File: config.mk
export PLATFORM = sky130hd
export DESIGN_NAME = ws2812_multi_driver_flat
export DESIGN_NICKNAME = d
export VERILOG_FILES = /design/src/rtl/ws2812_multi_driver_pkg.sv /design/src/rtl/ws2812_multi_driver_if.sv /design/src/rtl/ws2812_multi_driver_bit_timer.sv /design/src/rtl/ws2812_multi_driver.sv /design/src/flat_wrapper.sv
export SDC_FILE = /design/constraint.sdc
export NUM_CORES = 1
export LEC_CHECK = 0
export ABC_AREA = 1
export BUFFER_PORTS_ARGS = -buffer_cell sky130_fd_sc_hd__buf_4
export CORE_MARGIN = 2
export CORE_UTILIZATION = 45
export DETAILED_ROUTE_END_ITERATION = 8
export PLACE_DENSITY = 0.73
export SYNTH_ARGS = -nofsm -noshare
export SYNTH_HDL_FRONTEND = slang
export SYNTH_HIERARCHICAL = 1
export SYNTH_SLANG_ARGS = --single-unit
File: constraint.sdc
create_clock -name CLOCK_50 -period 3.3 [get_ports CLOCK_50]
set_clock_uncertainty 0.15 [all_clocks]
set_input_delay 0.33 -clock CLOCK_50 [delete_from_list [all_inputs] [get_ports CLOCK_50]]
set_output_delay 0.33 -clock CLOCK_50 [all_outputs]
set_load 0.05 [all_outputs]
File: src/rtl/ws2812_multi_driver_pkg.sv
// Shared state encoding and timing-constant helpers for the WS2812 multi-channel driver.
package ws2812_pkg;

  localparam logic [1:0] ST_IDLE  = 2'd0;
  localparam logic [1:0] ST_LATCH = 2'd1;
  localparam logic [1:0] ST_SHIFT = 2'd2;
  localparam logic [1:0] ST_DONE  = 2'd3;

  // Ceiling log2, never below 1 so that single-entry counters still get a bit.
  function automatic int log2(input int n);
    int r;
    r = 1;
    while ((1 << r) < n) r++;
    return r;
  endfunction

  function automatic int cycle_len(input int sys_clk, input int rate);
    return sys_clk / rate;
  endfunction

  function automatic int high_time(input int sys_clk, input int ns);
    return sys_clk / 1000 * ns / 1_000_000;
  endfunction

  function automatic int latch_len(input int sys_clk, input int us);
    return sys_clk / 1_000_000 * us;
  endfunction

endpackage

File: src/rtl/ws2812_multi_driver_if.sv
// Pixel-memory read port: the driver is master, the memory answers one cycle after pix_req.
interface ws2812_multi_driver_if #(
  parameter int ADDR_W = 3,
  parameter int DATA_W = 96
) ();
  logic [ADDR_W-1:0] pix_addr;
  logic              pix_req;
  logic [DATA_W-1:0] pix_data;

  modport master (output pix_addr, output pix_req, input pix_data);
  modport slave  (input pix_addr, input pix_req, output pix_data);
endinterface

File: src/rtl/ws2812_multi_driver_bit_timer.sv
// Shared bit-period counter: one count per bit, with per-channel high-phase compare.
module ws2812_bit_timer
  import ws2812_pkg::*;
#(
  parameter int NUM_CHANNELS = 4,
  parameter int CYCLE        = 62,
  parameter int T0H          = 17,
  parameter int T1H          = 35
) (
  input  logic                    clk,
  input  logic                    reset_n,
  input  logic                    run,
  input  logic [NUM_CHANNELS-1:0] msb,
  output logic                    bit_start,
  output logic                    bit_end,
  output logic [NUM_CHANNELS-1:0] high
);

  localparam int CW = log2(CYCLE);

  logic [CW-1:0] cnt_reg;

  always_ff @(posedge clk) begin
    if (!reset_n || !run) begin
      cnt_reg <= '0;
    end else if (bit_end) begin
      cnt_reg <= '0;
    end else begin
      cnt_reg <= cnt_reg + 1'b1;
    end
  end

  assign bit_start = run && (cnt_reg == '0);
  assign bit_end   = run && (cnt_reg == CW'(CYCLE - 1));

  genvar gi;
  generate
    for (gi = 0; gi < NUM_CHANNELS; gi++) begin : g_cmp
      assign high[gi] = run && (cnt_reg < (msb[gi] ? CW'(T1H) : CW'(T0H)));
    end
  endgenerate

endmodule

File: src/rtl/ws2812_multi_driver.sv
// Lockstep WS2812 driver for NUM_CHANNELS strips with gap-free pixel prefetch.
// Optional per-field brightness scaling is enabled by defining WS2812_BRIGHTNESS_EN.
module ws2812_multi_driver
  import ws2812_pkg::*;
#(
  parameter int NUM_CHANNELS     = 4,
  parameter int LEDS_PER_CHANNEL = 5,
  parameter int BITS_PER_LED     = 24,
  parameter int SYSTEM_CLOCK     = 50_000_000,
  parameter int BIT_RATE         = 800_000,
  parameter int T0H_NS           = 350,
  parameter int T1H_NS           = 700,
  parameter int RESET_US         = 80
) (
  input  logic                    CLOCK_50,
  input  logic                    reset_n,
  input  logic                    start,
  input  logic                    continuous,
`ifdef WS2812_BRIGHTNESS_EN
  input  logic [7:0]              brightness,
`endif
  ws2812_multi_driver_if.master   pix,
  output logic [NUM_CHANNELS-1:0] ws_out,
  output logic                    busy,
  output logic                    frame_done
);

  localparam int CYCLE = cycle_len(SYSTEM_CLOCK, BIT_RATE);
  localparam int T0H   = high_time(SYSTEM_CLOCK, T0H_NS);
  localparam int T1H   = high_time(SYSTEM_CLOCK, T1H_NS);
  localparam int RST   = latch_len(SYSTEM_CLOCK, RESET_US);
  localparam int CW    = log2(RST);
  localparam int BW    = log2(BITS_PER_LED);
  localparam int AW    = log2(LEDS_PER_CHANNEL);
  localparam int DW    = NUM_CHANNELS * BITS_PER_LED;

  logic [1:0]              state_reg;
  logic [CW-1:0]           cnt_reg;
  logic [BW-1:0]           bit_reg;
  logic [AW-1:0]           led_reg;
  logic [AW-1:0]           addr_reg;
  logic                    valid_reg;
  logic                    req;
  logic                    cap;
  logic                    latch_end;
  logic                    led_end;
  logic                    bit_start;
  logic                    bit_end;
  logic [NUM_CHANNELS-1:0] msb;
  logic [NUM_CHANNELS-1:0] high;
  logic [DW-1:0]           load_data;

  assign latch_end = (state_reg == ST_LATCH) && (cnt_reg == CW'(RST - 1));
  assign led_end   = bit_end && (bit_reg == BW'(BITS_PER_LED - 1));

`ifdef WS2812_BRIGHTNESS_EN
  // Requests lead by one cycle to cover the scaling register stage.
  assign req = ((state_reg == ST_LATCH) && (cnt_reg == CW'(RST - 3)))
            || (latch_end && (LEDS_PER_CHANNEL > 1))
            || (led_end && (int'(led_reg) < LEDS_PER_CHANNEL - 2));

  logic [DW-1:0] scaled;
  logic [DW-1:0] scaled_reg;
  logic          cap_reg;

  genvar gi;
  generate
    for (gi = 0; gi < DW / 8; gi++) begin : g_scale
      logic [15:0] prod;
      assign prod = 16'(pix.pix_data[gi*8 +: 8]) * 16'(brightness);
      assign scaled[gi*8 +: 8] = prod[15:8];
    end
  endgenerate

  always_ff @(posedge CLOCK_50) begin
    if (!reset_n) begin
      scaled_reg <= '0;
      cap_reg    <= 1'b0;
    end else begin
      scaled_reg <= scaled;
      cap_reg    <= valid_reg;
    end
  end

  assign load_data = scaled_reg;
  assign cap       = cap_reg;
`else
  assign req = ((state_reg == ST_LATCH) && (cnt_reg == CW'(RST - 2)))
            || (bit_start && (bit_reg == '0) && (led_reg != AW'(LEDS_PER_CHANNEL - 1)));

  assign load_data = pix.pix_data;
  assign cap       = valid_reg;

  genvar gi;
`endif

  always_ff @(posedge CLOCK_50) begin
    if (!reset_n) begin
      state_reg <= ST_IDLE;
      cnt_reg   <= '0;
      bit_reg   <= '0;
      led_reg   <= '0;
      addr_reg  <= '0;
      valid_reg <= 1'b0;
    end else begin
      valid_reg <= req;
      // Address saturates at the last LED so it never wraps inside a frame.
      if (req && (addr_reg != AW'(LEDS_PER_CHANNEL - 1))) addr_reg <= addr_reg + 1'b1;
      case (state_reg)
        ST_IDLE: begin
          if (start || continuous) begin
            state_reg <= ST_LATCH;
            cnt_reg   <= '0;
            addr_reg  <= '0;
          end
        end
        ST_LATCH: begin
          if (latch_end) begin
            state_reg <= ST_SHIFT;
            bit_reg   <= '0;
            led_reg   <= '0;
          end else begin
            cnt_reg <= cnt_reg + 1'b1;
          end
        end
        ST_SHIFT: begin
          if (bit_end) begin
            if (bit_reg == BW'(BITS_PER_LED - 1)) begin
              bit_reg <= '0;
              if (led_reg == AW'(LEDS_PER_CHANNEL - 1)) state_reg <= ST_DONE;
              else                                      led_reg   <= led_reg + 1'b1;
            end else begin
              bit_reg <= bit_reg + 1'b1;
            end
          end
        end
        ST_DONE: begin
          if (continuous) begin
            state_reg <= ST_LATCH;
            cnt_reg   <= '0;
            addr_reg  <= '0;
          end else begin
            state_reg <= ST_IDLE;
          end
        end
        default: state_reg <= ST_IDLE;
      endcase
    end
  end

  generate
    for (gi = 0; gi < NUM_CHANNELS; gi++) begin : g_chan
      logic [BITS_PER_LED-1:0] shift_reg;
      logic [BITS_PER_LED-1:0] shadow_reg;

      always_ff @(posedge CLOCK_50) begin
        if (!reset_n) begin
          shift_reg  <= '0;
          shadow_reg <= '0;
        end else begin
          if (cap) shadow_reg <= load_data[gi*BITS_PER_LED +: BITS_PER_LED];
          if (latch_end)    shift_reg <= load_data[gi*BITS_PER_LED +: BITS_PER_LED];
          else if (led_end) shift_reg <= shadow_reg;
          else if (bit_end) shift_reg <= {shift_reg[BITS_PER_LED-2:0], 1'b0};
        end
      end

      assign msb[gi] = shift_reg[BITS_PER_LED-1];
    end
  endgenerate

  ws2812_bit_timer #(
    .NUM_CHANNELS (NUM_CHANNELS),
    .CYCLE        (CYCLE),
    .T0H          (T0H),
    .T1H          (T1H)
  ) u_bit_timer (
    .clk       (CLOCK_50),
    .reset_n   (reset_n),
    .run       (state_reg == ST_SHIFT),
    .msb       (msb),
    .bit_start (bit_start),
    .bit_end   (bit_end),
    .high      (high)
  );

  assign pix.pix_req  = req;
  assign pix.pix_addr = addr_reg;
  assign ws_out       = high;
  assign busy         = (state_reg != ST_IDLE);
  assign frame_done   = (state_reg == ST_DONE);

endmodule
File: src/flat_wrapper.sv
// flat-port wrapper written by rule: the top's interface ports become plain ports
module ws2812_multi_driver_flat import ws2812_pkg::*;
#(
  parameter int NUM_CHANNELS     = 4,
  parameter int LEDS_PER_CHANNEL = 5,
  parameter int BITS_PER_LED     = 24,
  parameter int SYSTEM_CLOCK     = 50_000_000,
  parameter int BIT_RATE         = 800_000,
  parameter int T0H_NS           = 350,
  parameter int T1H_NS           = 700,
  parameter int RESET_US         = 80
)
  (CLOCK_50, reset_n, start, continuous, ws_out, busy, frame_done, pix_pix_addr, pix_pix_req, pix_pix_data);
  ws2812_multi_driver_if pix_i ();
  input  logic CLOCK_50;
  input  logic reset_n;
  input  logic start;
  input  logic continuous;
  output logic [NUM_CHANNELS-1:0] ws_out;
  output logic busy;
  output logic frame_done;
  output wire logic [$bits(pix_i.pix_addr)-1:0] pix_pix_addr;
  output wire logic [$bits(pix_i.pix_req)-1:0] pix_pix_req;
  input wire logic [$bits(pix_i.pix_data)-1:0] pix_pix_data;
  assign pix_pix_addr = pix_i.pix_addr;
  assign pix_pix_req = pix_i.pix_req;
  assign pix_i.pix_data = pix_pix_data;
  ws2812_multi_driver #(.NUM_CHANNELS(NUM_CHANNELS), .LEDS_PER_CHANNEL(LEDS_PER_CHANNEL), .BITS_PER_LED(BITS_PER_LED), .SYSTEM_CLOCK(SYSTEM_CLOCK), .BIT_RATE(BIT_RATE), .T0H_NS(T0H_NS), .T1H_NS(T1H_NS), .RESET_US(RESET_US)) u_core (.CLOCK_50(CLOCK_50), .reset_n(reset_n), .start(start), .continuous(continuous), .pix(pix_i), .ws_out(ws_out), .busy(busy), .frame_done(frame_done));
endmodule
==> flow_metrics.tcl <==
set metrics [dict create \
    startpoint_type "flop" \
    root_buffer "clkbuf_16" \
    cts_buffers 25 \
    dieArea_um2 25200 \
    hp-class "in2reg" \
    synthArstFlopShare_pct 0 \
    setup_ws_ps 487 \
    grt_pass1_wl_um 45200 \
    synth_fa_ha_area_share_pct 3.14 \
    ir_drop_v 0.000366 \
    grt_pass1_vias 9638 \
    nFillCells 2141 \
    ff_latch_area_um2 4490 \
    slew_headroom_pct 41.6 \
    synth.top_cell.area_share_pct 41.7 \
    diodes 0 \
    syn_avg_cell_area_um2 6.78 \
    finalHoldViolCount 0 \
    synth_common_cells "nor2_1, nand2_1, dfxtp_1" \
    post-place-cells 1931 \
    h-tree-depth 1 \
    postRouteAntennaNets 0 \
    ys_warn_count 6 \
    die_x_um 159 \
    yosys.area_share.simple_pct 35.9 \
    cts_resized 0 \
    rsz0062_at_grt "false" \
    dieHeight_um 159 \
    fmax_mhz 356 \
    end_kind "output port" \
    first_pass_iters 5 \
    pin_count 110 \
    clkTransAtPathRegs_ps 60 \
    cts_tree "built" \
    place_congestion 0.813 \
    crit_path_max_fanout 11 \
    synth_edf_count 0 \
    overflow 0 \
    synth_compound_area_share_pct 11.8 \
    clock_path_buffers 3 \
    maxSlewViolCount 0 \
    grtUsageTotal_pct 21.6 \
    syn_inst 1588 \
    reg2reg_depth 12 \
    drt-total-wl_um 27600 \
    multiInputGateArea_um2 5550 \
    final_cells 2073 \
    ys_seq_area_share_pct 41.7 \
    synthFlopType "dfxtp_1" \
    synth_top_family_by_area "simple AND/OR/NAND/NOR gates" \
    setup.worst_path.class "reg2out" \
    antenna_found_initial 0 \
    muxShareOfSynthArea_pct 0 \
    drc 0 \
    tightest_slew_ps 876 \
    place_hpwl_um 15900 \
    yosysTopAreaCell "dfxtp_1" \
    ys_types 32 \
    setup_viol 0 \
    clock_sinks 224 \
    syn2layout_area_growth_pct 25.0 \
    cp.required_ps 2820 \
    crit_arrival_ps 2330 \
    drv_cap 0 \
    routedWlPerCell_um 13.3 \
    ys_ff_latch 224 \
    worstSkewPairLatency_ps 520 \
    port_buffers 109 \
    drive_above_1_share_pct 12.4 \
    fin_crit_sh_pct 85.2 \
    syn_area_um2 10800 \
    drtIter0Drc 745 \
    place_ws_ps 711 \
    synthesis.nets 1715 \
    floorplan.initialDensity_pct 45.8 \
    layout.nets 1862 \
    fin_crit_ps 2810 \
    status "complete, no violations" \
    yosysMostFrequentCell "nor2_1" \
    vias 10422 \
    hold_depth 5 \
    yosys-top-cells-area "dfxtp_1, nor2_1, nand2_1, o21ai_0, nor3_2" \
    synth-xor-area-share_pct 0.570 \
    powerDensity_nw_per_um2 540 \
    routed_via_density 5.03 \
    cellLeakagePower_nw 5.86 \
    floorplan.rows 56 \
    fin_tns_setup_ps 0 \
    coreArea_um2 23500 \
    grt_start_max_net_pins 111 \
]
-- final cells by class --
| type | count | area share, % |
|---|---|---|
| tap | 319 | 2.97 |
| timing repair buffer | 219 | 14.6 |
| clock buffer | 41 | 5.62 |
| inverter | 71 | 1.99 |
| sequential | 224 | 33.4 |
| multi-input combinational | 1194 | 41.2 |
| clock inverter | 5 | 0.260 |
-- report_power, final --
part           internal [mW]  total [mW]  switching [mW]
Sequential              3.00        3.15           0.145
Combinational          0.501        1.46           0.960
Clock                   1.56        2.65            1.09
-- worst max-delay path, cell delays in order (launching register included) --
cell      delay [ps]
dfxtp_1          350
inv_1             90
ha_1             150
buf_4            170
nand3_1          100
nor3_1           200
nand3_1          110
nand3b_1         230
nand2_1          190
buf_4            230
-- final timing paths --
kind | start | endpoint | slack, ps
setup reg to reg | u_core/state_reg[0]$_SDFFE_PN0P_ | u_core/g_chan[3].shift_reg[8]$_SDFFE_PN0P_ | 720
hold reg to reg | u_core/g_chan[1].shadow_reg[18]$_SDFFE_PN0P_ | u_core/g_chan[1].shadow_reg[18]$_SDFFE_PN0P_ | 300
setup / recovery | u_core/state_reg[0]$_SDFFE_PN0P_ | pix_pix_req | 490
hold / removal | continuous | u_core/state_reg[0]$_SDFFE_PN0P_ | 120
-- cells in the final DEF (no fill, tap or decap), drive strengths merged, types with 41 or more instances in the layout --
cell type | synthesis | final
a21oi | 41 | 41
buf | 45 | 123
clkbuf | 54 | 41
dfxtp | 224 | 224
dlygate4sd3 | 0 | 96
inv | 70 | 70
nand2 | 348 | 348
nor2 | 418 | 418
nor3 | 94 | 94
o21ai | 209 | 209
-- timing repair --
| item | in CTS | in global routing |
|---|---|---|
| buffers inserted | 0 | 0 |
| endpoints found under the hold margin | 100 | 0 |
| hold buffers | 96 | 0 |
-- kinds of logic (layout without fill, tap and decap cells) --
family	count (synthesis)	after routing
AND/OR/NAND/NOR	908	908
AO/OA/AOI/OAI	252	252
buffers and inverters	170	336
XOR/XNOR	7	7
adder cells (fa/ha/maj)	27	27
flip-flops	224	224
-- metal layers --
metal,track usage (%),vias up,wire [um]
li1,-,5362,-
met1,28.6,4735,12600
met2,37.1,283,12900
met3,2.53,42,1500
met4,5.83,0,594
met5,0,-,0
-- metrics by stage --
| stage | util, % | hold WS [ps] | power (mW) | cell area [um2] |
|---|---|---|---|---|
| floorplan | - | 279 | 4.12 | 10800 |
| global placement | 49.8 | 289 | 4.53 | 11700 |
| detailed placement | 49.8 | 297 | 4.56 | 11700 |
| CTS | 57.3 | 111 | 7.30 | 13400 |
| global route | 57.3 | 138 | 7.64 | 13400 |
| finish | 57.3 | 122 | 7.26 | 13400 |
(Power assumes the default switching activity.)
